File: src/rtl/scs8hd_pwr_seq_ctrl.sv
// scs8hd_pwr_seq_ctrl: sleep/wake sequencer driving the island's header switch, isolation clamps and retention cells.
module scs8hd_pwr_seq_ctrl #(
  parameter int ISO_SETUP   = 2,
  parameter int PWR_TIMEOUT = 16,
  parameter int CNT_W       = 5
) (
  input  logic CLK,
  input  logic RESETB,
  input  logic SLEEP_REQ,
  input  logic PWR_GOOD,
  output logic SLEEP_ACK,
  output logic PSW_EN,
  output logic ISO,
  output logic SAVE,
  output logic RESTORE,
  output logic BUSY,
  output logic ERR
);
  localparam logic [2:0] S_ON = 3'd0, S_ISO_ON = 3'd1, S_SAVE = 3'd2, S_PWR_DN = 3'd3,
                         S_OFF = 3'd4, S_PWR_UP = 3'd5, S_RST = 3'd6, S_ISO_OFF = 3'd7;
  localparam logic [CNT_W-1:0] ISO_LD = CNT_W'(ISO_SETUP - 1);
  localparam logic [CNT_W-1:0] PWR_LD = CNT_W'(PWR_TIMEOUT - 1);
  logic [2:0] state, nxt;
  logic [CNT_W-1:0] cnt, cnt_n;
  logic [1:0] pg_sync;
  logic pg_s, cnt_z, tmo, up_fail, up_fail_n;
  assign pg_s  = pg_sync[1];
  assign cnt_z = cnt == '0;
  always_comb begin
    nxt       = state;
    cnt_n     = cnt;
    tmo       = 1'b0;
    up_fail_n = up_fail;
    case (state)
      S_ON:      if (SLEEP_REQ) begin nxt = S_ISO_ON; cnt_n = ISO_LD; end
      S_ISO_ON:  if (cnt_z) nxt = S_SAVE; else cnt_n = cnt - 1'b1;
      S_SAVE:    begin nxt = S_PWR_DN; cnt_n = PWR_LD; end
      S_PWR_DN:  if (!pg_s) nxt = S_OFF;
                 else if (cnt_z) begin nxt = S_OFF; tmo = 1'b1; end
                 else cnt_n = cnt - 1'b1;
      // A failed wake blocks retries until the requester re-asserts SLEEP_REQ.
      S_OFF:     if (SLEEP_REQ) up_fail_n = 1'b0;
                 else if (!up_fail) begin nxt = S_PWR_UP; cnt_n = PWR_LD; end
      S_PWR_UP:  if (pg_s) nxt = S_RST;
                 else if (cnt_z) begin nxt = S_OFF; tmo = 1'b1; up_fail_n = 1'b1; end
                 else cnt_n = cnt - 1'b1;
      S_RST:     begin nxt = S_ISO_OFF; cnt_n = ISO_LD; end
      S_ISO_OFF: if (cnt_z) nxt = S_ON; else cnt_n = cnt - 1'b1;
    endcase
  end
  // Outputs are decoded from the next state so they change on the entering edge.
  always_ff @(posedge CLK or negedge RESETB) begin
    if (!RESETB) begin
      state     <= S_ON;
      cnt       <= '0;
      pg_sync   <= 2'b11;
      up_fail   <= 1'b0;
      PSW_EN    <= 1'b1;
      ISO       <= 1'b0;
      SAVE      <= 1'b0;
      RESTORE   <= 1'b0;
      SLEEP_ACK <= 1'b0;
      BUSY      <= 1'b0;
      ERR       <= 1'b0;
    end else begin
      state     <= nxt;
      cnt       <= cnt_n;
      pg_sync   <= {pg_sync[0], PWR_GOOD};
      up_fail   <= up_fail_n;
      PSW_EN    <= !(nxt == S_PWR_DN || nxt == S_OFF);
      ISO       <= nxt != S_ON;
      SAVE      <= nxt == S_SAVE;
      RESTORE   <= nxt == S_RST;
      SLEEP_ACK <= nxt[2];
      BUSY      <= !(nxt == S_ON || nxt == S_OFF);
      ERR       <= nxt == S_ON ? 1'b0 : ERR | tmo;
    end
  end
endmodule
File: config.mk
export PLATFORM = sky130hd
export DESIGN_NAME = scs8hd_pwr_seq_ctrl
export DESIGN_NICKNAME = d
export VERILOG_FILES = /design/src/rtl/scs8hd_pwr_seq_ctrl.sv
export SDC_FILE = /design/constraint.sdc
export NUM_CORES = 1
export LEC_CHECK = 0
export ABC_AREA = 1
export BUFFER_PORTS_ARGS = -buffer_cell sky130_fd_sc_hd__clkbuf_2
export CAP_MARGIN = 20
export CELL_PAD_IN_SITES_DETAIL_PLACEMENT = 1
export CELL_PAD_IN_SITES_GLOBAL_PLACEMENT = 1
export CORE_ASPECT_RATIO = 0.7
export CORE_UTILIZATION = 41
export DETAILED_ROUTE_END_ITERATION = 7
export GPL_ROUTABILITY_DRIVEN = 0
export GPL_TIMING_DRIVEN = 1
export PLACE_DENSITY_LB_ADDON = 0.12
export REMOVE_ABC_BUFFERS = 1
export SETUP_SLACK_MARGIN = 0.05
export SLEW_MARGIN = 25
export SYNTH_ARGS = -nofsm -noshare
export SYNTH_HDL_FRONTEND = slang
export SYNTH_SLANG_ARGS = --single-unit
export TNS_END_PERCENT = 1
File: constraint.sdc
create_clock -name CLK -period 2.14 [get_ports CLK]
set_clock_uncertainty 0.2 [all_clocks]
set_input_delay 0.214 -clock CLK [delete_from_list [all_inputs] [get_ports CLK]]
set_output_delay 0.214 -clock CLK [all_outputs]
set_load 0.01 [all_outputs]
---- Yosys cells after proc, flatten, opt, wreduce, memory -nomap -nowiden ----
Index checks and enable logic that the tools add are counted.
cells by class
  muxes and demuxes ....................... 25
  bitwise operators ....................... 1
  add/subtract/negate cells ............... 1
  reduce and logical (&&, ||, !) cells .... 12
  equality and inequality tests ........... 18
operator list
  operator                                                            count
  5-bit one-hot mux with 7 select lines                               1
  5-bit 2-to-1 mux                                                    6
  3-bit 2-to-1 mux                                                    8
  3-bit one-hot mux with 8 select lines                               1
  3-bit == test, second input constant                                6
  2-bit != test, second input constant                                7
  3-bit by 2-bit == test with 1-bit output, second input constant     4
  1-bit 2-to-1 mux                                                    7
  3-bit logical NOT                                                   2
  5-bit logical NOT                                                   1
  5-bit AND reduction                                                 1
  5-bit by 1-bit subtractor with 5-bit output, second input constant  1
  1-bit one-hot mux with 2 select lines                               2
  4-bit AND reduction                                                 1
  3-bit by 1-bit == test with 1-bit output, second input constant     1
  3-bit nonzero test                                                  1
  1-bit logical NOT                                                   2
  1-bit logical OR                                                    2
  2-bit nonzero test                                                  1
  2-bit OR reduction                                                  1
  1-bit bitwise OR                                                    1
storage, ports and cells
  output and inout port bits .............. 7
  register bits ........................... 18
  input bits .............................. 4

---- Longest topological paths before layout ----
Gate-level depths: netlist of run 1.
  depth in word-level cells ............... 7
  gate-level depth with buffers ........... 12

---- Worst setup path after synthesis of run 1 ----
Ideal clock, no wire load.
  kind .................................... register to register
  start point ............................. reg cnt[0]
  end point ............................... reg cnt[1]
  arrival time ............................ 1.313 ns
  clock period less this slack ............ 1.632 ns
  path slack .............................. 0.508 ns
  cell stages (with the launch flop) ...... 12
  required time ........................... 1.821 ns
  path buffers ............................ 0
  cells stage by stage .................... dfrtp_1 inv_1 ha_1 inv_1 nor2_1 nand2_1 nand2_1 nand2_2 nand3_4 inv_4 nand2_1 o21ai_2
between the ends
  longest elaborated chain between the ends .. 4
  elaborated cells between the ends (all ways) .. 6
  those cells by class .................... 1 x add/sub; 4 x mux; 1 x reduce/logical
ends and longest elaborated chain
  what                                                                              line    source
  from (decl)                                                                       24      logic [CNT_W-1:0] cnt, cnt_n;
  from (signal assigned)                                                            67      cnt <= cnt_n;
  5-bit by 1-bit subtractor with 5-bit output or 5-bit logical NOT (tied branches)  -
  5-bit 2-to-1 mux *                                                                -
  5-bit 2-to-1 mux (on tied branches)                                               44, 38
  5-bit one-hot mux with 7 select lines *                                           34      case (state)
Mark *: on every way between the ends. The rest lies on a longest branch, timed or not. The select of a mux whose other input is x is not followed.
A chain may end at the register's enable or synchronous reset.

---- Worst setup path in the final report of run 1 ----
Ends and elaborated chain as after synthesis.

==> impl_metrics.env, run 1 <==
export IMPL_postSynthAreaPerCell_sq_um=8.11
export IMPL_antenna_found_initial=0
export IMPL_cp_arrival_ns=1.90
export IMPL_drive_above_1_share=0.291
export IMPL_grt_overflow=0
export IMPL_ir_worst_vdd_mv=0.638
export IMPL_synth_fa_ha_area_frac=0.0257
export IMPL_synth_xor_area_frac=0.00900
export IMPL_drc=0
export IMPL_p_leak_nw=0.584
export IMPL_ys_seq_area_frac=0.441
export IMPL_synth_commonest_cells="nand2_1 (31), inv_1 (15), dfrtp_1 (14)"
export IMPL_synth_cell_types=25
export IMPL_grt_max_degree=18
export IMPL_syn_inst=120
export IMPL_viasPerCell=4.97
export IMPL_yosys_area_top_type="dfrtp_1"
export IMPL_cts_setup_buffers=0
export IMPL_yosysWarnings=0
export IMPL_critPathLaunchType="flip-flop"
export IMPL_area_delta_synth_final_pct=12.1
export IMPL_synth_top_family_by_area="simple AND/OR/NAND/NOR gates"
export IMPL_first_pass_iters=4
export IMPL_ys_seq_elements=17
export IMPL_synth_top_flop_cell="dfrtp_1"
export IMPL_start_util=0.445
export IMPL_dp_hpwl_microns=1860
export IMPL_top_register="cnt"
export IMPL_yosys_area_share_simple=0.334
export IMPL_numClockSinks=17
export IMPL_cts_buffer_depth=2
export IMPL_synth_top_area_share=0.360
export IMPL_die_area_sq_mm=0.00258
export IMPL_maxCapViolCount=0
export IMPL_diodes=0
export IMPL_min_period_over_period=0.891
export IMPL_cts_buffers=3
export IMPL_yosysMostFrequentCell="nand2_1"
export IMPL_stdcell_area_sq_mm=0.00109
export IMPL_grt_pass1_wl_microns=4360
export IMPL_hold_path_class="input port to flip-flop"
export IMPL_period_minus_slack_ns=1.91
export IMPL_async_reset_ff_frac=1.00
export IMPL_grt_pass1_vias=898
export IMPL_p_total_mw=1.83
export IMPL_synth_edff_count=0
export IMPL_ant_nets=0
export IMPL_slew_headroom=0.625
export IMPL_path_class="flip-flop to flip-flop"
export IMPL_die_width_microns=60.2
export IMPL_netlist_top_cells_area="dfrtp_1 (36%), nand2_1 (12%), dfstp_2 (8.1%), inv_1 (5.8%), nor2_1 (4.6%)"
export IMPL_io_buffers=10
export IMPL_setup_tns_final_ns=0
export IMPL_cts_tree="done"
export IMPL_largest_reg_flops=5
export IMPL_critPathMaxFanout=9
export IMPL_synth_compound_area_frac=0.0758
export IMPL_slew_viol_final=0
export IMPL_die_h_microns=42.8
export IMPL_max_freq_mhz=524
export IMPL_rows=14
export IMPL_p_per_area_mw_per_mm2=1670
export IMPL_post_drt_wl_per_cell_microns=14.9
export IMPL_ios=11
export IMPL_clkTransAtPathRegs_ns=0.10
export IMPL_setup_viol=0
export IMPL_muxShareOfSynthArea=0
export IMPL_clock_latency_ns=0.30
export IMPL_status="finished, final reports clean"
export IMPL_rsz0062_at_grt="no"
export IMPL_syn_cell_area_sq_um=973
export IMPL_vias=825
export IMPL_cts_max_level=1
export IMPL_end_kind="flip-flop"
export IMPL_cp_required_ns=2.13
export IMPL_reg_largest_list="cnt (5), pg_sync (2), state (2)"
export IMPL_place_area_sq_mm=0.00104
export IMPL_worst_slew_pin_slew_ns=0.562
export IMPL_hold_viol_final=0
export IMPL_drt_iter0_markers=30
export IMPL_cts_root_buf="clkbuf_4"
export IMPL_core_sq_mm=0.00219
export IMPL_routed_wl_microns=2470
export IMPL_fin_nets=141
export IMPL_track_usage=0.238
power breakdown:
| part | switching [mW] | total (mW) | internal, mW |
|---|---|---|---|
| Sequential | 0.141 | 0.597 | 0.456 |
| Combinational | 0.703 | 1.05 | 0.350 |
| Clock | 0.108 | 0.178 | 0.0697 |
layout make-up:
| cell class | count | area [sq um] |
|---|---|---|
| clock buffers | 3 | 22.5 |
| clock inverters | 1 | 5.00 |
| inverters | 21 | 88.8 |
| well taps | 32 | 40.0 |
| repair buffers | 12 | 70.1 |
| multi-input cells | 80 | 435 |
| fillers | 283 | 1100 |
| flip-flops and latches | 17 | 429 |
logic make-up (layout without fill, tap and decap cells):
logic type,Yosys count,after routing
XOR/XNOR,1,1
adder cells (fa/ha/maj),2,2
flip-flops,17,17
AO/OA/AOI/OAI,11,11
AND/OR/NAND/NOR,66,66
buffers and inverters,23,37
layout by cell type (no fill, tap or decap), types with 3 or more instances in the layout:
cell type  count
nand2_1       30
inv_1         15
dfrtp_1       14
nor2_1        12
clkbuf_2      10
nand2_2        7
nand3_1        6
nand4_1        5
o21ai_0        5
dfstp_2        3
inv_2          3
o21ai_2        3
clkbuf_4       3
per-stage QoR:
| step | setup slack, ns | cells | utilization | hold WS, ns |
|---|---|---|---|---|
| 2_1_floorplan | 0.501 | 118 | - | -0.282 |
| 5_1_grt | 0.0828 | 166 | 0.498 | 0.139 |
| 3_3_place_gp | 0.385 | 160 | 0.475 | -0.0315 |
| 6_report | 0.233 | 166 | 0.498 | 0.0660 |
| 4_1_cts | 0.201 | 166 | 0.497 | 0.0637 |
| 3_5_place_dp | 0.248 | 160 | 0.475 | -0.0239 |
per-layer routing:
metal	vias to the layer above	wire length (microns)	part of all wire	GRT usage
li1	404	-	-	-
met1	393	1170	0.47	0.322
met2	25	1150	0.47	0.371
met3	3	136	0.055	0.0732
met4	0	14	0.0057	0.0512
met5	-	0	0	0
final timing paths:
check	startpoint	endpoint	slack (ns)	cells past startpoint
min in group asynchronous	RESETB	RESTORE$_DFF_PN0_	0.17	2
worst max-delay path	cnt[0]$_DFFE_PN0P_	cnt[1]$_DFFE_PN0P_	0.23	11
worst max register to register	cnt[0]$_DFFE_PN0P_	cnt[1]$_DFFE_PN0P_	0.23	11
max in group asynchronous	RESETB	pg_sync[1]$_DFF_PN1_	1.23	2
worst min register to register	pg_sync[0]$_DFF_PN1_	pg_sync[1]$_DFF_PN1_	0.16	0
worst min-delay path	SLEEP_REQ	up_fail$_DFFE_PN0P_	0.07	4
worst max-delay path: stages (launching register included):
cell and delay, ns:
dfrtp_1 0.39, inv_1 0.14, ha_1 0.19, inv_1 0.04, nor2_1 0.11, nand2_1 0.16, nand2_2 0.14, nand2_2 0.09
nand3_4 0.11, inv_4 0.08, nand2_1 0.09, o21ai_2 0.06
repair_timing:
action                                 in CTS  in global routing
endpoints found under the hold margin      18                  0
setup endpoints to repair                   0                  1
gates resized for setup                     0                  1
hold buffers                                2                  0
Power figures use the tool's default switching activity.
==> run 2, diff against run 1 <==
--- a/config.mk
+++ b/config.mk
@@ -6,6 +6,7 @@
 export NUM_CORES = 1
 export LEC_CHECK = 0
 export ABC_AREA = 1
+export ABC_CLOCK_PERIOD_IN_PS = 2140
 export BUFFER_PORTS_ARGS = -buffer_cell sky130_fd_sc_hd__clkbuf_2
 export CAP_MARGIN = 20
 export CELL_PAD_IN_SITES_DETAIL_PLACEMENT = 1
@@ -15,7 +16,7 @@
 export DETAILED_ROUTE_END_ITERATION = 7
 export GPL_ROUTABILITY_DRIVEN = 0
 export GPL_TIMING_DRIVEN = 1
-export PLACE_DENSITY_LB_ADDON = 0.12
+export PLACE_DENSITY_LB_ADDON = 0.05
 export REMOVE_ABC_BUFFERS = 1
 export SETUP_SLACK_MARGIN = 0.05
 export SLEW_MARGIN = 25
==> run 2 against run 1 <==
  * Critical path type unchanged
  * Utilization down 0.11 points
  * Total power fell by 1.7%
  * Sequential cell count stayed put
  * Wire length down 9.5%
  * First-iteration DRC count shrank 30%
  * Worst hold slack better by 0.069 ns
  * Highest routed layer unchanged
  * Register-to-register slack hardly changed
  * Sequential share of layout area rose by 0.091 points
  * Clock-buffer cell count unchanged
==> impl_metrics.env, run 2 (same netlist as run 1, synthesis figures left out) <==
export IMPL_status="finished, final reports clean"
export IMPL_first_pass_iters=4
export IMPL_p_per_area_mw_per_mm2=1650
export IMPL_crit_chain="inv_1 > ha_1 > inv_1 > nor2_1 > nand2_1 > nand2_1 > inv_1 > nor2_2 > nand3_2 > nand2_1 > inv_1"
export IMPL_clock_latency_ns=0.30
export IMPL_track_usage=0.202
export IMPL_die_area_sq_mm=0.00258
export IMPL_max_freq_mhz=526
export IMPL_final_common_cell="nand2_1"
export IMPL_io_buffers=10
export IMPL_cpPeakStageDelay_ns=0.39
export IMPL_drc=0
export IMPL_ios=11
export IMPL_diodes=0
export IMPL_cts_root_buf="clkbuf_4"
export IMPL_worstReg2RegStart="cnt[0]$_DFFE_PN0P_"
export IMPL_slew_headroom=0.640
export IMPL_post_drt_wl_per_cell_microns=13.5
export IMPL_setup_tns_final_ns=0
export IMPL_viasPerCell=4.67
export IMPL_setup_viol=0
export IMPL_path_delay_family="simple AND/OR/NAND/NOR gates"
export IMPL_cpMaxStageDelayCell="dfrtp_1"
export IMPL_hold_path_class="input port to flip-flop"
export IMPL_holdPathStages=4
export IMPL_ir_worst_vdd_mv=0.708
export IMPL_drive_above_1_share=0.284
export IMPL_min_period_over_period=0.888
export IMPL_reg2reg_setup_slack_ns=0.24
export IMPL_antenna_found_initial=0
export IMPL_p_leak_nw=0.584
export IMPL_cp_required_ns=2.14
export IMPL_cts_tree="done"
export IMPL_switching_share=0.514
export IMPL_nFillCells=283
export IMPL_reg_largest_list="cnt (5), pg_sync (2), state (2)"
export IMPL_cp_arrival_ns=1.90
export IMPL_clkTransAtPathRegs_ns=0.11
export IMPL_p_switching_mw=0.923
export IMPL_grt_pass1_vias=755
export IMPL_place_area_sq_mm=0.00104
export IMPL_critPathLaunchType="flip-flop"
export IMPL_maxCapViolCount=0
export IMPL_die_width_microns=60.2
export IMPL_stdcell_count=166
export IMPL_vias=776
export IMPL_holdWs_ns=0.135
export IMPL_r2r_end="ERR$_DFF_PN0_"
export IMPL_top_register="cnt"
export IMPL_critPathMaxFanout=5
export IMPL_p_clk_frac=0.101
export IMPL_grt_pass1_wl_microns=3660
export IMPL_finalWorstSetupSlack_ns=0.240
export IMPL_hold_viol_final=0
export IMPL_fin_nets=141
export IMPL_ff2ff_path_depth=11
export IMPL_grt_max_degree=18
export IMPL_utilization=0.497
export IMPL_die_h_microns=42.8
export IMPL_start_util=0.445
export IMPL_rsz0062_at_grt="no"
export IMPL_path_class="flip-flop to flip-flop"
export IMPL_cts_buffer_depth=2
export IMPL_rows=14
export IMPL_ant_nets=0
export IMPL_p_int_mw=0.873
export IMPL_seqPwrFrac=0.330
export IMPL_ctsResizeCount=0
export IMPL_layout_common_cells="nand2_1 (31), inv_1 (15), dfrtp_1 (14)"
export IMPL_stdcell_area_sq_mm=0.00109
export IMPL_critPathBufInv=4
export IMPL_period_minus_slack_ns=1.90
export IMPL_cts_buffers=3
export IMPL_cp_common_cell="inv_1"
export IMPL_area_delta_synth_final_pct=11.8
export IMPL_pre_cts_ws_ns=0.275
export IMPL_min_from="SLEEP_REQ"
export IMPL_dp_hpwl_microns=1700
export IMPL_worst_slew_pin_slew_ns=0.540
export IMPL_end_kind="flip-flop"
export IMPL_grt_overflow=0
export IMPL_dp_cells=160
export IMPL_largest_reg_flops=5
export IMPL_hold_path_endpoint="up_fail$_DFFE_PN0P_"
export IMPL_routed_wl_microns=2240
export IMPL_numClockSinks=17
export IMPL_p_total_mw=1.80
export IMPL_cts_max_level=1
export IMPL_slew_viol_final=0
export IMPL_comb_power_share=0.569
export IMPL_core_sq_mm=0.00219
export IMPL_drt_iter0_markers=21
[run 2: power by group through the flow]
stage,Combinational [mW],Sequential [mW],Clock [mW]
2_1_floorplan,0.745,0.593,0
3_3_place_gp,0.994,0.594,0
3_5_place_dp,1.01,0.598,0
4_1_cts,1.03,0.589,0.187
5_1_grt,1.15,0.609,0.195
6_report,1.02,0.593,0.182
[run 2: worst max path at each step]
stage                                   from                 end  slack (ns)  cells after the start
final                     cnt[0]$_DFFE_PN0P_       ERR$_DFF_PN0_        0.24                     11
after global routing      cnt[0]$_DFFE_PN0P_       ERR$_DFF_PN0_        0.08                     11
after CTS                 cnt[0]$_DFFE_PN0P_       ERR$_DFF_PN0_        0.26                     11
after detailed placement  cnt[0]$_DFFE_PN0P_  cnt[0]$_DFFE_PN0P_        0.28                     11
after global placement    cnt[0]$_DFFE_PN0P_       ERR$_DFF_PN0_        0.39                     11
after floorplan           cnt[0]$_DFFE_PN0P_  cnt[1]$_DFFE_PN0P_        0.50                     11
[run 2: cell type report]
cell class	count	area [sq um]	area share
multi-input cells	80	433	0.398
flip-flops and latches	17	429	0.394
inverters	21	88.8	0.0816
repair buffers	12	70.1	0.0644
well taps	32	40.0	0.0368
clock buffers	3	22.5	0.0207
clock inverters	1	5.00	0.00460
[run 2: layer usage]
layer / wire [microns] / track usage / vias up
met5: 0 / 0 / -
met4: 11 / 0.0512 / 0
met3: 99 / 0.0701 / 2
met2: 901 / 0.262 / 17
met1: 1220 / 0.311 / 352
li1: - / - / 405
[run 2: repair_timing]
action,CTS,global route
buffers inserted,0,0
hold buffers,2,0
endpoints found under the hold margin,18,0
[run 2: worst register-to-register path: stages (launching register included)]
cell and delay, ns:
dfrtp_1 0.39, inv_1 0.15, ha_1 0.19, inv_1 0.04
nor2_1 0.13, nand2_1 0.15, nand2_1 0.12, inv_1 0.06
nor2_2 0.19, nand3_2 0.09, nand2_1 0.07, inv_1 0.04
